## src/rtl/keypad_entry.sv

```systemverilog
// 4x4 matrix keypad scanner with frame-level debounce, single-key press detection
// and a 4-digit decimal entry buffer supporting clear, backspace and enter.
module keypad_entry #(
  parameter int SCAN_DIV = 500,
  parameter int DEBOUNCE = 4
) (
  input  logic        clk,
  input  logic        rst,
  output logic [3:0]  row,
  input  logic [3:0]  col,
  output logic [15:0] entry,
  output logic [2:0]  entry_digits,
  output logic [15:0] value,
  output logic        value_valid
);

  localparam logic [15:0] DWELL_LAST = 16'(SCAN_DIV - 1);
  localparam logic [3:0]  DEB        = 4'(DEBOUNCE);

  typedef enum logic { IDLE, HELD } press_t;

  // A frame result is either NONE (hit=0, code=0) or one key code {row, col}.
  typedef struct packed {
    logic       hit;
    logic [3:0] code;
  } result_t;

  typedef enum logic [2:0] { K_DIGIT, K_CLEAR, K_BACK, K_ENTER, K_NOP } key_kind_t;

  logic [3:0]  col_meta, col_sync;
  logic [15:0] dwell;
  logic [1:0]  row_idx;
  logic        tick;

  logic [1:0]  acc_hits;
  logic [3:0]  acc_code;
  result_t     prev_res;
  logic [3:0]  stable;
  press_t      state;
  logic        evt;
  logic [3:0]  evt_code;

  assign tick = (dwell == DWELL_LAST);

  // Scan timing and column synchronizer
  always_ff @(posedge clk or posedge rst) begin
    if (rst) begin
      col_meta <= 4'hF;
      col_sync <= 4'hF;
      dwell    <= '0;
      row_idx  <= '0;
      row      <= 4'b1110;
    end else begin
      // NOTE: sequential state uses non-blocking assignments so every register
      // samples pre-edge values regardless of statement order.
      col_meta <= col;
      col_sync <= col_meta;
      if (tick) begin
        dwell   <= '0;
        row_idx <= row_idx + 2'd1;
        row     <= ~(4'b0001 << (row_idx + 2'd1));
      end else begin
        dwell <= dwell + 16'd1;
      end
    end
  end

  logic [3:0] low;
  logic [2:0] n_low, hit_sum;
  logic [1:0] low_col, hits_next;
  logic [3:0] code_next, stable_next;
  result_t    frame_res;
  logic       same, accept;

  always_comb begin
    // NOTE: every always_comb output gets a default first, so no path can infer a latch.
    low       = ~col_sync;
    n_low     = 3'($countones(low));
    low_col   = 2'd0;
    for (int c = 3; c >= 0; c--)
      if (low[c]) low_col = 2'(c);
    hit_sum   = {1'b0, acc_hits} + n_low;
    hits_next = (hit_sum >= 3'd2) ? 2'd2 : hit_sum[1:0];
    code_next = (n_low != 3'd0) ? {row_idx, low_col} : acc_code;

    frame_res      = '0;
    frame_res.hit  = (hits_next == 2'd1);
    frame_res.code = frame_res.hit ? code_next : 4'd0;

    same        = (frame_res == prev_res);
    stable_next = !same ? 4'd1 : ((stable >= DEB) ? DEB : stable + 4'd1);
    accept      = (stable_next == DEB) && (!same || stable != DEB);
  end

  // Frame accumulation, debounce and press FSM
  always_ff @(posedge clk or posedge rst) begin
    if (rst) begin
      acc_hits <= '0;
      acc_code <= '0;
      prev_res <= '0;
      stable   <= '0;
      state    <= IDLE;
      evt      <= 1'b0;
      evt_code <= '0;
    end else begin
      evt <= 1'b0;
      if (tick) begin
        if (row_idx == 2'd3) begin
          acc_hits <= '0;
          acc_code <= '0;
          prev_res <= frame_res;
          stable   <= stable_next;
          if (accept) begin
            if (!frame_res.hit) begin
              state <= IDLE;
            end else if (state == IDLE) begin
              state    <= HELD;
              evt      <= 1'b1;
              evt_code <= frame_res.code;
            end
          end
        end else begin
          acc_hits <= hits_next;
          acc_code <= code_next;
        end
      end
    end
  end

  key_kind_t  kind;
  logic [3:0] digit;

  always_comb begin
    kind  = K_NOP;
    digit = 4'd0;
    unique case (evt_code)
      4'd0, 4'd1, 4'd2:  begin kind = K_DIGIT; digit = evt_code + 4'd1; end
      4'd4, 4'd5, 4'd6:  begin kind = K_DIGIT; digit = evt_code;        end
      4'd8, 4'd9, 4'd10: begin kind = K_DIGIT; digit = evt_code - 4'd1; end
      4'd13:             begin kind = K_DIGIT; digit = 4'd0;            end
      4'd12:             kind = K_CLEAR;
      4'd14:             kind = K_ENTER;
      4'd15:             kind = K_BACK;
      default:           kind = K_NOP;
    endcase
  end

  // Entry buffer, applied on the edge after the accepting frame end
  always_ff @(posedge clk or posedge rst) begin
    if (rst) begin
      entry        <= '0;
      entry_digits <= '0;
      value        <= '0;
      value_valid  <= 1'b0;
    end else begin
      value_valid <= 1'b0;
      if (evt) begin
        case (kind)
          K_DIGIT: if (entry_digits < 3'd4) begin
            entry        <= 16'(entry * 16'd10) + {12'd0, digit};
            entry_digits <= entry_digits + 3'd1;
          end
          K_CLEAR: begin
            entry        <= '0;
            entry_digits <= '0;
          end
          K_BACK: if (entry_digits != 3'd0) begin
            entry        <= entry / 16'd10;
            entry_digits <= entry_digits - 3'd1;
          end
          K_ENTER: if (entry_digits != 3'd0) begin
            value        <= entry;
            value_valid  <= 1'b1;
            entry        <= '0;
            entry_digits <= '0;
          end
          default: ;
        endcase
      end
    end
  end

endmodule

```

## config.mk

```make
export PLATFORM = sky130hd
export DESIGN_NAME = keypad_entry
export DESIGN_NICKNAME = d
export VERILOG_FILES = /design/src/rtl/keypad_entry.sv
export SDC_FILE = /design/constraint.sdc
export NUM_CORES = 1
export LEC_CHECK = 0
export CAP_MARGIN = 15
export CORE_MARGIN = 2
export CORE_UTILIZATION = 60
export CTS_CLUSTER_SIZE = 8
export DETAILED_ROUTE_END_ITERATION = 12
export HOLD_SLACK_MARGIN = 0.02
export PLACE_DENSITY = 0.81
export SETUP_SLACK_MARGIN = 0.15
export SKIP_LAST_GASP = 1
export SYNTH_ARGS = -nofsm -noshare
export SYNTH_HDL_FRONTEND = slang
export SYNTH_SLANG_ARGS = --single-unit
```

## constraint.sdc

```tcl
create_clock -name clk -period 6.7 [get_ports clk]
set_input_delay 1.675 -clock clk [delete_from_list [all_inputs] [get_ports clk]]
set_output_delay 1.675 -clock clk [all_outputs]
set_load 0.03 [all_outputs]
```

==> metrics <==
Overall Global Routing Usage=0.2770; vias in the first global route=5,583; yosys warns=0; initial core utilization=0.6197; clk_lat worst skew=0.38 ns; share of the synthesized area in the top cell type=0.2818; CTS H-tree depth=3; die area=12,110 sq um; Starting DRT DRC Count=484; HP Start=col_meta[0]; gpl congestion=0.9351; DR pass1 iterations=5; worst path arrival time=5.64 ns; Max clock buf depth=2; crit path kind=register to register; Synth area leaders=dfrtp_1 (28%), ha_1 (7.6%), xnor2_1 (4.4%); postcts setup bufs=0; adder-cell share of the synthesized area=0.09086; area of the core=10,890 sq um; f_max=187.2 MHz; Seq cells post-synth=87; period utilisation layout=0.7975; Slew Viols, Final=0; wire per inst=17.14 microns; hold buffer count at CTS=0; Clk pin slew, worst setup/hold paths=0.09 ns; Slew HR=0.3770; post-synthesis async set-or-reset flop share=1.000; antenna violations before repair=0; worst setup path start=entry[12]; Final min period=5.343 ns; library cells used by synthesis=94; largest delay contributor family on the critical path=compound AO/OA/AOI/OAI gates; CTS Sinks=87; leading area contributor after synthesis=dfrtp_1; Synth Area in Compound Gates=0.2264; Setup Skew=0.01087 ns; Pleak=3.213 nW; XOR/XNOR Fraction of Synth Area=0.06230; Worst-Margin Slew=0.9109 ns; number of buffers and inverters on the critical path=0; row cnt=38; DRC Markers=0; max-cap viol count=0; CTS tree=done; Cell Count Post-Placement=909; # port buffers=45; number of synthesized flops with an enable pin=0; Area Overhead vs Synth=10.38%; Detail Route Antenna Nets=0; via count=5,859; commonest cells after routing, fill and taps aside=dfrtp_1 (76), nand2_1 (69), nor2_1 (52), clkdlybuf4s50_1 (45); most common cell after layout, fill and taps aside=dfrtp_1; combinational family with the most area after synthesis=compound AO/OA/AOI/OAI gates; outcome=finished, final reports clean; Mapped Area=6748 sq um; Final Hold Viols=0; Multi-input gate area=4169 sq um; FF/Latch Area=2191 sq um; syn avg cell area=8.926 sq um; Ports=46; post-CTS sizing=0; CP Launch Type=register; r2r setup slk=1.36 ns; most frequent cell on the critical path=mux2i_1; Seq/Total Area, Yosys=0.3247; # setup viols final=0; final core occ=0.6841; pre-CTS WS=1.525 ns; Max VDD drop=136.8 uV; Crit Path Max Fanout=18; Chip Width=110.1 microns; crit path capture type=register; final hold slack=0.3591 ns; final wirelength=15,870 microns; worst-path cell chain=nor4bb_1, o31a_1, a211o_1, nor3_1, o32ai_2, and2_1, mux2i_1, a221oi_1, o22a_4, a21boi_0, a211oi_4, mux2i_1, o2111ai_1, or4_1, o211ai_1; CTS buffer count=9; Crit Reg-Reg Startpoint=entry[12]; fin nets=833; pwr dens=129.5 nW/um^2; clk root buf=clkbuf_8; Syn Nets=808; mux share of post-synthesis cell area=0.04710; number of diodes=0; Die Ht=110.1 microns; filler instances=840; Synth Area in Simple Gates=0.1902; Hold WC Path Type=register to register; GRT Residual Overflow=0; first-pass GRT wire length=26,540 microns; ys flop type=dfrtp_1; unrepaired setup endpoints after global routing=no; setup TNS=0 ns; Final Non-Filler Cells=926; Final HPWL DP=11,390 microns; slowest cell on the critical path=dfrtp_1; share of layout cells above drive strength 1=0.1018; CP required=6.99 ns; largest net degree at the start of global routing=88; post-synthesis cell count=756; vias per cell=6.327; PnR worst setup slack=1.357 ns; slowest cell delay on critical path=0.72 ns
-- state kept, by name, indices dropped and copies added (netlist names) --
register and flops:
col_sync 4, acc_code 4, acc_hits 2, state 1
value 16, entry 16, dwell 16, col_meta 4
stable 4, evt 1, entry_digits 3, prev_res 5
value_valid 1, row 4, row_idx 2, evt_code 4
-- Yosys cell counts (all sizes together), types with 12 or more instances --
cell type / instances
nand3: 32
buf: 23
clkbuf: 16
ha: 41
nor3: 16
xnor2: 34
dfrtp: 76
inv: 40
and3: 12
nor2: 53
nand2: 69
o31ai: 13
mux2: 19
a21oi: 45
o21ai: 46
xor2: 14
-- metrics by stage --
stage	instance area [sq um]	power (mW)
6_report	7448	0.9649
2_1_floorplan	6748	0.5667
4_1_cts	7421	0.9730
5_1_grt	7448	1.003
3_5_place_dp	7208	0.5787
3_3_place_gp	7201	0.5769
-- power breakdown --
| group | switching [mW] | internal [mW] | total, mW |
|---|---|---|---|
| clock network | 0.207 | 0.188 | 0.395 |
| registers | 0.00120 | 0.529 | 0.530 |
| logic | 0.0268 | 0.0125 | 0.0393 |
-- logic make-up after synthesis --
logic type,Yosys count
AO/OA/AOI/OAI,211
XOR/XNOR,48
adder cells (fa/ha/maj),46
buffers and inverters,84
flip-flops,87
multiplexers,29
AND/OR/NAND/NOR,251
-- routing by layer --
layer,routed length [microns],track usage
met2,7799,0.4527
met1,6963,0.3704
met5,0,0
met4,396,0.1148
met3,716,0.03821
-- worst paths after layout --
path | end | cells after the start
max reg2reg | entry[0] | 15
min reg2reg | col_sync[0] | 0
max | entry[0] | 15
min in group asynchronous | entry[13] | 3
max in group asynchronous | col_meta[2] | 4
min | col_sync[0] | 0
-- worst reg2reg max path: cells and delay by family, from the launching register on --
kind            cells  cell delay, ns
mux                 2            0.39
simple gates        4            1.51
compound gates      9            2.64
flops               1            0.72
-- final cells by class --
| type | count | area share |
|---|---|---|
| clock buffer | 10 | 0.01848 |
| tap | 140 | 0.02352 |
| sequential | 87 | 0.2941 |
| timing repair buffer | 53 | 0.07122 |
| multi-input combinational | 585 | 0.5597 |
| inverter | 45 | 0.02285 |
| clock inverter | 6 | 0.01008 |
Note: power is estimated with default switching activity, not from simulation.
